`src/rtl/piso.sv`:
```
// piso: parallel-in, serial-out converter driving a two-wire, I2C-style link.
//
// A 4-bit word is accepted on a one-cycle d_en pulse while idle. It is then
// sent MSB-first as a frame: a start condition, four data bits with scl
// low/high phases, and a stop condition. Every FSM state is held for
// PHASE_CYCLES cycles of sclk.
//
// Ports:
//   sclk   in   1  system clock, rising edge active
//   rst    in   1  asynchronous reset, active low
//   d_en   in   1  load request, sampled only in IDLE
//   data   in   4  parallel word, captured when d_en is accepted
//   scl    out  1  serial clock line (registered)
//   sda    out  1  serial data line (registered)
//   state  out  4  current FSM state encoding (registered)
module piso #(
    parameter int unsigned PHASE_CYCLES = 1
) (
    input  logic       sclk,
    input  logic       rst,
    input  logic       d_en,
    input  logic [3:0] data,
    output logic       scl,
    output logic       sda,
    output logic [3:0] state
);

    typedef enum logic [3:0] {
        IDLE  = 4'd0,
        START = 4'd1,
        B3L   = 4'd2,
        B3H   = 4'd3,
        B2L   = 4'd4,
        B2H   = 4'd5,
        B1L   = 4'd6,
        B1H   = 4'd7,
        B0L   = 4'd8,
        B0H   = 4'd9,
        STOPL = 4'd10,
        STOPH = 4'd11
    } state_t;

    localparam logic [7:0] PHASE_LAST = 8'(PHASE_CYCLES - 1);

    state_t     state_reg, state_next;
    logic [3:0] d_reg, d_next;
    logic [7:0] cnt_reg, cnt_next;
    logic       scl_reg, scl_next;
    logic       sda_reg, sda_next;
    logic       phase_done;

    assign phase_done = (cnt_reg == PHASE_LAST);

    always_ff @(posedge sclk or negedge rst) begin
        if (!rst) begin
            state_reg <= IDLE;
            d_reg     <= 4'd0;
            cnt_reg   <= 8'd0;
            scl_reg   <= 1'b1;
            sda_reg   <= 1'b1;
        end else begin
            state_reg <= state_next;
            d_reg     <= d_next;
            cnt_reg   <= cnt_next;
            scl_reg   <= scl_next;
            sda_reg   <= sda_next;
        end
    end

    // Next state, captured word and phase counter.
    always_comb begin
        state_next = state_reg;
        d_next     = d_reg;
        cnt_next   = cnt_reg;
        case (state_reg)
            IDLE: begin
                if (d_en) begin
                    d_next     = data;
                    state_next = START;
                end
            end
            START, B3L, B3H, B2L, B2H, B1L, B1H, B0L, B0H, STOPL: begin
                if (phase_done) begin
                    state_next = state_t'(state_reg + 4'd1);
                end
            end
            STOPH: begin
                if (phase_done) begin
                    state_next = IDLE;
                end
            end
            default: state_next = IDLE;
        endcase

        // The counter restarts on every state change and idles at zero.
        if (state_next != state_reg || state_reg == IDLE) begin
            cnt_next = 8'd0;
        end else begin
            cnt_next = cnt_reg + 8'd1;
        end
    end

    // Line levels are decoded from the upcoming state and word so that the
    // registered outputs line up with the state register on the same edge.
    always_comb begin
        scl_next = 1'b1;
        sda_next = 1'b1;
        case (state_next)
            IDLE:  begin scl_next = 1'b1; sda_next = 1'b1;      end
            START: begin scl_next = 1'b1; sda_next = 1'b0;      end
            B3L:   begin scl_next = 1'b0; sda_next = d_next[3]; end
            B3H:   begin scl_next = 1'b1; sda_next = d_next[3]; end
            B2L:   begin scl_next = 1'b0; sda_next = d_next[2]; end
            B2H:   begin scl_next = 1'b1; sda_next = d_next[2]; end
            B1L:   begin scl_next = 1'b0; sda_next = d_next[1]; end
            B1H:   begin scl_next = 1'b1; sda_next = d_next[1]; end
            B0L:   begin scl_next = 1'b0; sda_next = d_next[0]; end
            B0H:   begin scl_next = 1'b1; sda_next = d_next[0]; end
            STOPL: begin scl_next = 1'b0; sda_next = 1'b0;      end
            STOPH: begin scl_next = 1'b1; sda_next = 1'b0;      end
            default: begin scl_next = 1'b1; sda_next = 1'b1;    end
        endcase
    end

    assign scl   = scl_reg;
    assign sda   = sda_reg;
    assign state = state_reg;

endmodule

```
`config.mk`:
```
export PLATFORM = sky130hd
export DESIGN_NAME = piso
export DESIGN_NICKNAME = d
export VERILOG_FILES = /design/src/rtl/piso.sv
export SDC_FILE = /design/constraint.sdc
export NUM_CORES = 1
export LEC_CHECK = 0
export CORE_MARGIN = 3
export CORE_UTILIZATION = 45
export DETAILED_ROUTE_END_ITERATION = 12
export GPL_TIMING_DRIVEN = 1
export MAX_ROUTING_LAYER = met4
export PLACE_DENSITY = 0.66
export RECOVER_POWER = 50
export SLEW_MARGIN = 10
export SYNTH_ARGS = -nofsm -noshare
export SYNTH_HDL_FRONTEND = slang
export SYNTH_SLANG_ARGS = --single-unit
```
`constraint.sdc`:
```
create_clock -name sclk -period 2.5 [get_ports sclk]
set_input_delay 0.25 -clock sclk [delete_from_list [all_inputs] [get_ports sclk]]
set_output_delay 0.25 -clock sclk [all_outputs]
set_load 0.02 [all_outputs]
```
Yosys cells after proc, flatten, opt, wreduce, memory -nomap -nowiden
Index checks and enable logic that the tools add are counted.
Word-level totals
  register bits after elaboration: 18
  latch bits: 0
  bits in writable memories: 0
  ROM bits: 0
  output and inout port bits: 6
  logic and storage cells: 49
  memories kept: 0
Operators by class
  add/sub/neg operators: 2
  multiply operators: 0
  div/mod/pow operators: 0
  magnitude comparators: 0
  eq/ne operators: 23
  shifts and indexed selects: 0
  mux-type cells: 9
  bitwise operators: 0
  reduce and logical (&&, ||, !) cells: 10
Operators by type and width (count)
  == test 4 x 3 -> 1 bit, second input constant: 8
  == test 4 bit, second input constant: 8
  2-to-1 mux 4 bit: 5
  == test 4 x 2 -> 1 bit, second input constant: 4
  one-hot mux 4 bit (3 select lines): 1
  OR reduction 10 bit: 1
  adder 8 x 1 -> 8 bit, second input constant: 1
  == test 4 x 1 -> 1 bit, second input constant: 2
  zero test 8 bit: 1
  2-to-1 mux 8 bit: 1
  OR reduction 2 bit: 4
  one-hot mux 1 bit (5 select lines): 1
  OR reduction 5 bit: 1
  adder 4 x 1 -> 4 bit, second input constant: 1
  zero test 4 bit: 1
  inequality test 4 bit: 1
  OR reduction 3 bit: 1
  logical OR 1 bit: 1
  2-to-1 mux 1 bit: 1

Longest topological paths before layout
  word-level depth: 6
  depth in mapped cells: 10

Worst setup path after synthesis
Ideal clock, no wire load.
  path kind: reg2reg
  start point: reg state_reg[0] (netlist: state[0])
  end point: reg cnt_reg[2]
  data arrival time: 2.145 ns
  data required time: 2.371 ns
  setup slack: 0.225 ns
  stages on the path, launching flop included: 9
  clock period less this slack: 2.275 ns
  cell sequence: dfrtp_1 inv_1 ha_1 or4_1 buf_2 o211ai_1 a21oi_1 o2111ai_4 nor2_1
On the way
  longest elaborated chain between the ends: 6
RTL lines
  start, declared: line 45  | state_t state_reg, state_next;
  start signal, assigned: line 62  | state_reg <= state_next;
  adder 4 x 1 -> 4 bit (tied with other cells): line 84  | state_next = state_t'(state_reg + 4'd1);
  2-to-1 mux 4 bit / OR reduction 10 bit (equally long branches): line 83, 75
  one-hot mux 4 bit (3 select lines): line 75  | case (state_reg)
  inequality test 4 bit: line 96  | if (state_next != state_reg || state_reg == IDLE) begin
  logical OR 1 bit *: line 96
  2-to-1 mux 8 bit *: line 96
  named net cnt_next[2]: line 47  | logic [7:0] cnt_reg, cnt_next;
  end signal, assigned: line 64  | cnt_reg <= cnt_next;
  end, declared: line 47
Mark *: on every way through the listed nets, which the timed path passes. The rest lies on a longest branch.

Worst setup path after layout
  start point: reg state_reg[1] (netlist: state[1])
  end point: reg sda_reg (netlist: sda)
RTL lines
  zero test 4 bit: line 75
  2-to-1 mux 4 bit: line 75
  named net d_next[0]: line 46  | logic [3:0] d_reg, d_next;
  one-hot mux 1 bit (5 select lines): line 108  | case (state_next)
  named net sda_next: line 49  | logic sda_reg, sda_next;
  end signal, assigned: line 66  | sda_reg <= sda_next;
  end, declared: line 49
The timed path passes the listed nets, and every way through them passes these cells.

==> reports/metrics.cfg <==
[detailed_routing]
first_iter_violations=49
ant_nets=0
wl_per_cell_um=14.8
vias_per_cell=5.62
vias=910
drc=0
drt-pass1-iter-count=4
wl_mm=2.40

[layout]
fin_nets=149
nFillCells=206
largest_reg_flops=8
final_area_um2=1400
drive_gt1_share_pct=23.1
utilization_pct=60.0
diodes=0
syn_to_final_growth_pct=20.0
final_cells=162

[clocking]
cts-buffers-inserted=3
clockRootBuffer=clkbuf_4
cts_sinks=18
cts_setup_buffers=0
cts_buffer_depth=2
htreeDepth=1
clkTransAtPathRegs_ps=100
hold_buffers=0
tritoncts=built
clk_latency_ps=290

[sta]
hold_viol=0
worst_pin_slew_ps=792
max_freq_ghz=0.434
final.min_clock_period_ps=2300
setup_tns_ps=0
fin_skew_ps=2.84
report.final.slew_viol_count=0
setup_slack_ps=197
hold_slack_ps=475
rsz0062_at_grt=false
slew_headroom_pct=47.0
period_share_pct=92.1
setup_viol_count_final=0

[floorplanning]
die_w_um=57.0
coreArea_um2=2340
start_util_pct=50.0
rows=17
dieArea_um2=3250
ios=13
die_h_um=57.0

[synthesis]
ys_warn_count=0
ys_seq_elements=18
avgSynthCellArea_um2=10.2
synth_top_area_cell=dfrtp_1
yosys.area.top_type_share_pct=34.2
synth_area_um2=1170
yosysSeqAreaShare_pct=38.7
syn-num-nets=129
postSynthCellCount=115
ys_types=40
synthTopCellsByArea=dfrtp_1, ha_1, xor2_1, dfstp_2, nand3_1

[place]
portBuffers=12
gp_congestion=0.919
hpwl_mm=1.84
dpl_worst_slack_ps=126
dp.cells=158
placed_area_um2=1350

[grt]
grt_max_degree=19
grt_pass1_wl_mm=4.22
grt_pass1_vias=884
grt-ovfl-total=0
antenna_found_initial=0
grt_use_total_pct=17.1

[setup_path]
worstPathCellList=inv_1, ha_1, nor3b_4, and2_0, buf_4, mux2_2, a211oi_1, a211oi_2
r2r_end=sda
r2r_start=state[1]
reg2reg_depth=8
required_ps=2720
critPathArrivalTime_ps=2520
crit_path_top_delay_cell=dfrtp_2
crit_fanout=5
worstSetupStartpointType=flop
r2r_slack_ps=200
max_stage_delay_ps=460
cp-end-kind=flop
crit_type=flop to flop

[power]
peakVddDrop_mv=0.957
powerDensity_nw_per_um2=1250
fin_total_pwr_mw=1.75
leakage_nw=0.626

[status]
outcome=completed

[hold_path]
min_path_type=input port to async pin

[job]
max-cap-violations=0

==> critical path, delay by kind of cell, from the launching register on <==
family	cells	cell delay (ps)
DFF	1	460
and+or+nand+nor	2	600
AOI/OAI and AO/OA	2	330
buffers and inverters	2	280
muxes	1	330
adders and majority gates	1	230
==> worst max path at each step <==
stage / start / end / slack, ps / cells past startpoint
3_3_place_gp: state[0] / cnt_reg[3] / 210 / 7
4_1_cts: state[0] / cnt_reg[6] / 110 / 8
5_1_grt: cnt_reg[0] / cnt_reg[6] / 30 / 10
6_report: state[1] / sda / 200 / 8
3_5_place_dp: state[0] / cnt_reg[6] / 130 / 7
2_1_floorplan: state[0] / cnt_reg[2] / 230 / 8
==> kinds of logic after synthesis <==
logic type	synth area share [%]
and+or+nand+nor	22.7
AOI/OAI and AO/OA	16.2
DFF	38.7
buffers and inverters	4.39
xor gates and xnor gates	6.74
adders and majority gates	7.49
muxes	3.85
==> Yosys cell counts, drive strengths merged <==
master,n
dfrtp,16
nor2,11
nand3,9
inv,8
ha,7
xor2,7
a21oi,6
and3,4
mux2,4
nand2,4
nor3,4
o21ai,4
a211oi,3
buf,3
nor3b,3
and2b,2
dfstp,2
nor4,2
o211a,2
o21a,2
xnor2,2
a211o,1
a21o,1
and2,1
nand3b,1
nor2b,1
o2111ai,1
o211ai,1
o221ai,1
or2,1
or4,1
==> layer usage <==
layer | part of all wire (%) | routed length (um) | up-vias | global-route usage (%)
met5 | 0 | 0 | - | -
met4 | 1.2 | 29 | 0 | 6.62
met3 | 6.3 | 152 | 4 | 3.17
met2 | 46 | 1090 | 36 | 24.5
met1 | 47 | 1130 | 428 | 23.9
li1 | - | - | 442 | -
==> what timing repair did <==
action / 4_1_cts / 5_1_grt
resized for setup: 0 / 5
endpoints found under the hold margin: 0 / 0
endpoints found under the setup margin: 0 / 9
==> cells in the final DEF, fill, tap and decap left out, types with 2 or more instances in the layout <==
cell type / instances
dfrtp_1: 14
clkbuf_4: 3
mux2_2: 4
dlygate4sd3_1: 4
clkdlybuf4s50_1: 8
xnor2_1: 2
nor3_1: 4
nand2_1: 4
o211a_1: 2
dfrtp_2: 2
dfstp_2: 2
o21ai_0: 4
xor2_1: 7
ha_1: 7
and3_1: 4
a21oi_1: 5
o21a_1: 2
buf_4: 6
nor2_1: 10
inv_1: 8
nand3_1: 9
==> where the power goes <==
group | switching [mW] | total (mW) | internal (mW)
clock | 0.0888 | 0.177 | 0.0887
combinational | 0.595 | 1.10 | 0.509
sequential | 0.0803 | 0.469 | 0.388
total | 0.764 | 1.75 | 0.986
==> layout make-up <==
cell class	instances	area [um2]	area share (%)
Timing Repair Buffer	18	165	11.8
Multi-Input combinational cell	86	682	48.6
Tap cell	28	35.0	2.50
Inverter	8	30.0	2.14
Clock buffer	4	36.3	2.58
Sequential cell	18	455	32.4
Note: power is estimated with default switching activity, not from simulation.
